$ cat src/rtl/hamming_word_gen.sv
// Serial Hamming-distance word generator: flips exactly min(d, WIDTH) bits of a
// captured word, one bit position per clock, with positions chosen by a Galois LFSR.
`timescale 1ns/1ps
module hamming_word_gen #(
  parameter int          WIDTH     = 32,
  parameter int          CNT_W     = 6,
  parameter logic [15:0] LFSR_SEED = 16'hACE1
) (
  input  logic             clk,
  input  logic             rst,
  input  logic             start,
  input  logic [WIDTH-1:0] in1,
  input  logic [CNT_W-1:0] dist_i,
  output logic [WIDTH-1:0] out_o,
  output logic             busy,
  output logic             done
);

  typedef enum logic [1:0] {IDLE, RUN, DONE} state_t;

  localparam logic [CNT_W-1:0] W_C    = CNT_W'(WIDTH);
  localparam logic [CNT_W-1:0] LAST_I = CNT_W'(WIDTH - 1);

  state_t           state;
  logic [CNT_W-1:0] counter;
  logic [15:0]      lfsr;
  logic [WIDTH-1:0] src;
  logic [WIDTH-1:0] work;
  logic [CNT_W-1:0] flips_left;

  logic [CNT_W-1:0] bits_left;
  logic             flip;
  logic [WIDTH-1:0] flip_mask;
  logic [WIDTH-1:0] work_nxt;

  function automatic logic [CNT_W-1:0] sat_dist(input logic [CNT_W-1:0] d);
    return (d > W_C) ? W_C : d;
  endfunction

  function automatic logic [15:0] lfsr_step(input logic [15:0] s);
    return (s >> 1) ^ (s[0] ? 16'hB400 : 16'h0000);
  endfunction

  // Forced flip once the remaining quota equals the remaining bits, so the
  // total flip count always lands exactly on the target.
  always_comb begin
    bits_left = W_C - counter;
    flip      = (flips_left != '0) && ((flips_left == bits_left) || lfsr[0]);
    flip_mask = flip ? (WIDTH'(1) << counter) : '0;
    work_nxt  = (work & ~flip_mask) | (~src & flip_mask);
  end

  // Control: FSM, bit index, LFSR and registered outputs
  always_ff @(posedge clk or posedge rst) begin
    if (rst) begin
      state   <= IDLE;
      counter <= '0;
      lfsr    <= LFSR_SEED;
      out_o   <= '0;
      busy    <= 1'b0;
      done    <= 1'b0;
    end else begin
      case (state)
        IDLE: begin
          done <= 1'b0;
          if (start) begin
            counter <= '0;
            busy    <= 1'b1;
            state   <= RUN;
          end
        end
        RUN: begin
          lfsr <= lfsr_step(lfsr);
          if (counter == LAST_I) begin
            out_o <= work_nxt;
            done  <= 1'b1;
            busy  <= 1'b0;
            state <= DONE;
          end else begin
            counter <= counter + CNT_W'(1);
          end
        end
        DONE: begin
          done  <= 1'b0;
          state <= IDLE;
        end
        default: state <= IDLE;
      endcase
    end
  end

  // Datapath: captured word, working copy and remaining flip quota
  always_ff @(posedge clk) begin
    if (state == IDLE && start) begin
      src        <= in1;
      work       <= in1;
      flips_left <= sat_dist(dist_i);
    end else if (state == RUN) begin
      work <= work_nxt;
      if (flip) flips_left <= flips_left - CNT_W'(1);
    end
  end

endmodule

$ cat config.mk
export PLATFORM = sky130hd
export DESIGN_NAME = hamming_word_gen
export DESIGN_NICKNAME = d
export VERILOG_FILES = /design/src/rtl/hamming_word_gen.sv
export SDC_FILE = /design/constraint.sdc
export NUM_CORES = 1
export LEC_CHECK = 0
export ABC_AREA = 0
export CORE_UTILIZATION = 35
export DETAILED_ROUTE_END_ITERATION = 10
export MAX_ROUTING_LAYER = met4
export PLACE_DENSITY = 0.53
export SLEW_MARGIN = 40
export SYNTH_ARGS = -nofsm -noshare
export SYNTH_HDL_FRONTEND = slang
export SYNTH_SLANG_ARGS = --single-unit
$ cat constraint.sdc
create_clock -name clk -period 3.22 [get_ports clk]
set_input_delay 0.644 -clock clk [delete_from_list [all_inputs] [get_ports clk]]
set_output_delay 0.644 -clock clk [all_outputs]
set_load 0.02 [all_outputs]
==> metrics.yaml <==
synthesis:
  netlist_instances: 565
  syn_nets: 615
  yosysSeqAreaShare_pct: 59.1
  synth_edf_count: 70
  synth.distinct_cells: 41
  syn_area_per_cell_um2: 10.7
  synth_area_um2: 6030
  synth_ff_type: "edfxtp_1"
  yosys_warnings: 0
  async_reset_ff_share_pct: 45.3
  yosys_register_bits: 128
routing:
  vias_per_cell: 5.24
  antenna_left: 0
  routed_wl_um: 15400
  routed-via-count: 4563
  wl_per_cell_um: 17.7
  detail_route.first_pass.iterations: 5
  drt_iter0_drc: 354
  drc: 0
sta:
  max_slew_margin_pct: 48.1
  fmax_mhz: 348
  tightest_slew_ns: 0.778
  setup_viol: 0
  rsz0062_at_grt: "false"
  slew_viol_final: 0
  finalCritPeriodShare_pct: 89.3
  holdWs_ns: 0.453
  min_period_ns: 2.88
  tns_ns: 0
  clock-skew-final_ns: 0.0108
  hold_viol_final: 0
  setup_ws_ns: 0.344
clock_network:
  cts_tree: "done"
  cts_buffers: 17
  postCtsSetupRepairBufs: 0
  path_clk_slew_ns: 0.05
  cts_resized: 0
  root_buffer: "clkbuf_16"
  cts_sinks: 128
  insertion_delay_ns: 0.42
  clk_path_buf_depth: 2
  htreeDepth: 4
  hold_buffers: 0
floorplan:
  dieHeight_um: 133
  design.die.area_um2: 17700
  core_area_um2: 16700
  fp.dieW_um: 133
  rows: 47
  io_pins: 75
  initial_utilization_pct: 36.1
setup_path:
  max_stage_delay_ns: 0.56
  cpMaxStageDelayCell: "or4_1"
  r2r_slack_ns: 0.34
  end_kind: "flop"
  path_delay_family: "simple AND/OR/NAND/NOR gates"
  arrival_ns: 3.15
  worstPathRequired_ns: 3.49
  path_class: "reg2reg"
  start_kind: "flop"
  cp_max_fo: 27
  crit_buf_inv: 1
  path_cells: "inv_1 -> ha_1 -> ha_1 -> xnor2_1 -> nand3_1 -> nor2_2 -> a31oi_4 -> or4_1 -> nand3_1"
layout:
  fillers: 1548
  post_route_cells_drive_above_1_share_pct: 9.69
  ff_latch_area_um2: 3560
  area_growth_pct: 26.7
  final_cells: 870
  diodes: 0
  nets: 687
  multiInputGateArea_um2: 2280
  finish.utilization_pct: 45.7
placed_design:
  pre_cts_slack_ns: 0.305
  gp_congestion: 0.879
  dp_hpwl_um: 10500
  post-place-cells: 838
  portBuffers: 74
global_route:
  grt_max_degree: 54
  grt_pass1_wl_um: 24700
  track_usage_pct: 18.9
  grt_overflow: 0
  grt_pass1_vias: 4460
  antenna_found_initial: 0
power_and_ir_drop:
  vdd_ir_drop_max_uv: 403
  seq_power_share_pct: 36.1
  p_leak_nw: 2.89
  switching_share_pct: 33.7
  combinationalPowerShare_pct: 32.5
  power.switching_mw: 2.14
  power_frac_clock_pct: 31.4
  power.internal_mw: 4.22
  power_density_nw_per_um2: 834
flow_run:
  cap_violations: 0
outcome:
  status: "completed"
hold_path:
  hold_path.class: "reg2reg"
==> per-layer routing <==
metal	up-vias	track usage [%]	routed length, µm
li1	2209	-	-
met1	2214	25.9	7450
met2	125	27.6	7060
met3	15	4.03	698
met4	0	6.76	223
met5	-	-	0
==> cell usage in the layout, fill, tap and decap left out, drive strengths merged <==
| cell | count |
|---|---|
| nor3b | 20 |
| or4 | 4 |
| nor2 | 13 |
| edfxtp | 70 |
| dfrtp | 50 |
| o21bai | 1 |
| buf | 13 |
| o311ai | 34 |
| nor2b | 1 |
| clkbuf | 28 |
| a31oi | 2 |
| bufinv | 3 |
| dfstp | 8 |
| nand2b | 9 |
| clkinvlp | 1 |
| o211ai | 12 |
| a21oi | 38 |
| clkdlybuf4s50 | 74 |
| or4b | 1 |
| xor2 | 2 |
| and3 | 16 |
| nand3b | 5 |
| nor3 | 5 |
| nand2 | 140 |
| xnor2 | 15 |
| or3 | 1 |
| ha | 9 |
| or3b | 1 |
| or2 | 2 |
| o21ai | 17 |
| inv | 8 |
| nand3 | 42 |
| nor4 | 4 |
| clkinv | 1 |
==> path summary, 6_finish.rpt <==
path	startpoint	to	cells after the start
max in group asynchronous	rst	out_o[20]	3
worst max register to register	counter[0]	work[29]	9
worst min-delay path	lfsr[6]	lfsr[5]	2
worst max-delay path	counter[0]	work[29]	9
min in group asynchronous	rst	out_o[1]	2
worst min register to register	lfsr[6]	lfsr[5]	2
==> worst reg2reg max path, delay by kind of cell, from the launching register on <==
family	cells	cell delay (ns)
flip-flops	1	0.50
AO/OA/AOI/OAI	1	0.33
AND/OR/NAND/NOR	4	1.08
buffers and inverters	1	0.15
adder cells (fa/ha/maj)	2	0.53
XOR/XNOR	1	0.14
==> state kept, by name (all words and copies together) (netlist names) <==
name / cells
work: 32
lfsr: 16
counter: 6
out_o: 32
busy: 1
done: 1
flips_left: 6
src: 32
state: 2
==> synth_stat cells (5+ instances only) <==
library cell | instances | area, µm²
nand2_1 | 140 | 526
edfxtp_1 | 70 | 2100
dfrtp_1 | 50 | 1250
nand3_1 | 42 | 210
a21oi_1 | 36 | 180
o311ai_0 | 28 | 245
clkbuf_1 | 20 | 75.1
nor3b_1 | 19 | 143
o21ai_0 | 17 | 85.1
and3_1 | 16 | 100
xnor2_1 | 15 | 131
o211ai_1 | 12 | 90.1
nor2_1 | 11 | 41.3
buf_2 | 9 | 45.0
ha_1 | 9 | 113
dfstp_2 | 8 | 210
inv_1 | 8 | 30.0
nand2b_1 | 8 | 50.1
o311ai_1 | 6 | 52.6
nand3b_1 | 5 | 37.5
==> kinds of logic (layout without fill, tap and decap cells) <==
group	after synthesis	in the layout	share of synthesized area, %
AND/OR/NAND/NOR	264	264	21.4
flip-flops	128	128	59.1
AO/OA/AOI/OAI	104	104	12.0
buffers and inverters	43	128	3.05
XOR/XNOR	17	17	2.47
adder cells (fa/ha/maj)	9	9	1.87
==> power groups by stage <==
stage	registers (mW)	logic (mW)	clock network, mW
finish	2.30	2.07	2.00
global route	2.34	2.27	2.12
CTS	2.30	2.08	2.04
detailed placement	2.33	2.07	0
global placement	2.31	2.02	0
floorplan	2.38	1.28	0
==> per-stage QoR <==
step | cell area [µm²] | total power, mW
detailed placement | 7020 | 4.39
floorplan | 6030 | 3.67
global placement | 7020 | 4.33
finish | 7630 | 6.37
CTS | 7630 | 6.42
global route | 7630 | 6.73
==> cell type report <==
cell class              count  share of cell area (%)
repair buffers             87                    11.3
multi-input cells         394                    29.9
clock buffers              28                    6.77
well taps                 220                    3.61
clock inverters             4                    1.28
inverters                   9                   0.443
flip-flops and latches    128                    46.7
Power figures use the tool's default switching activity.
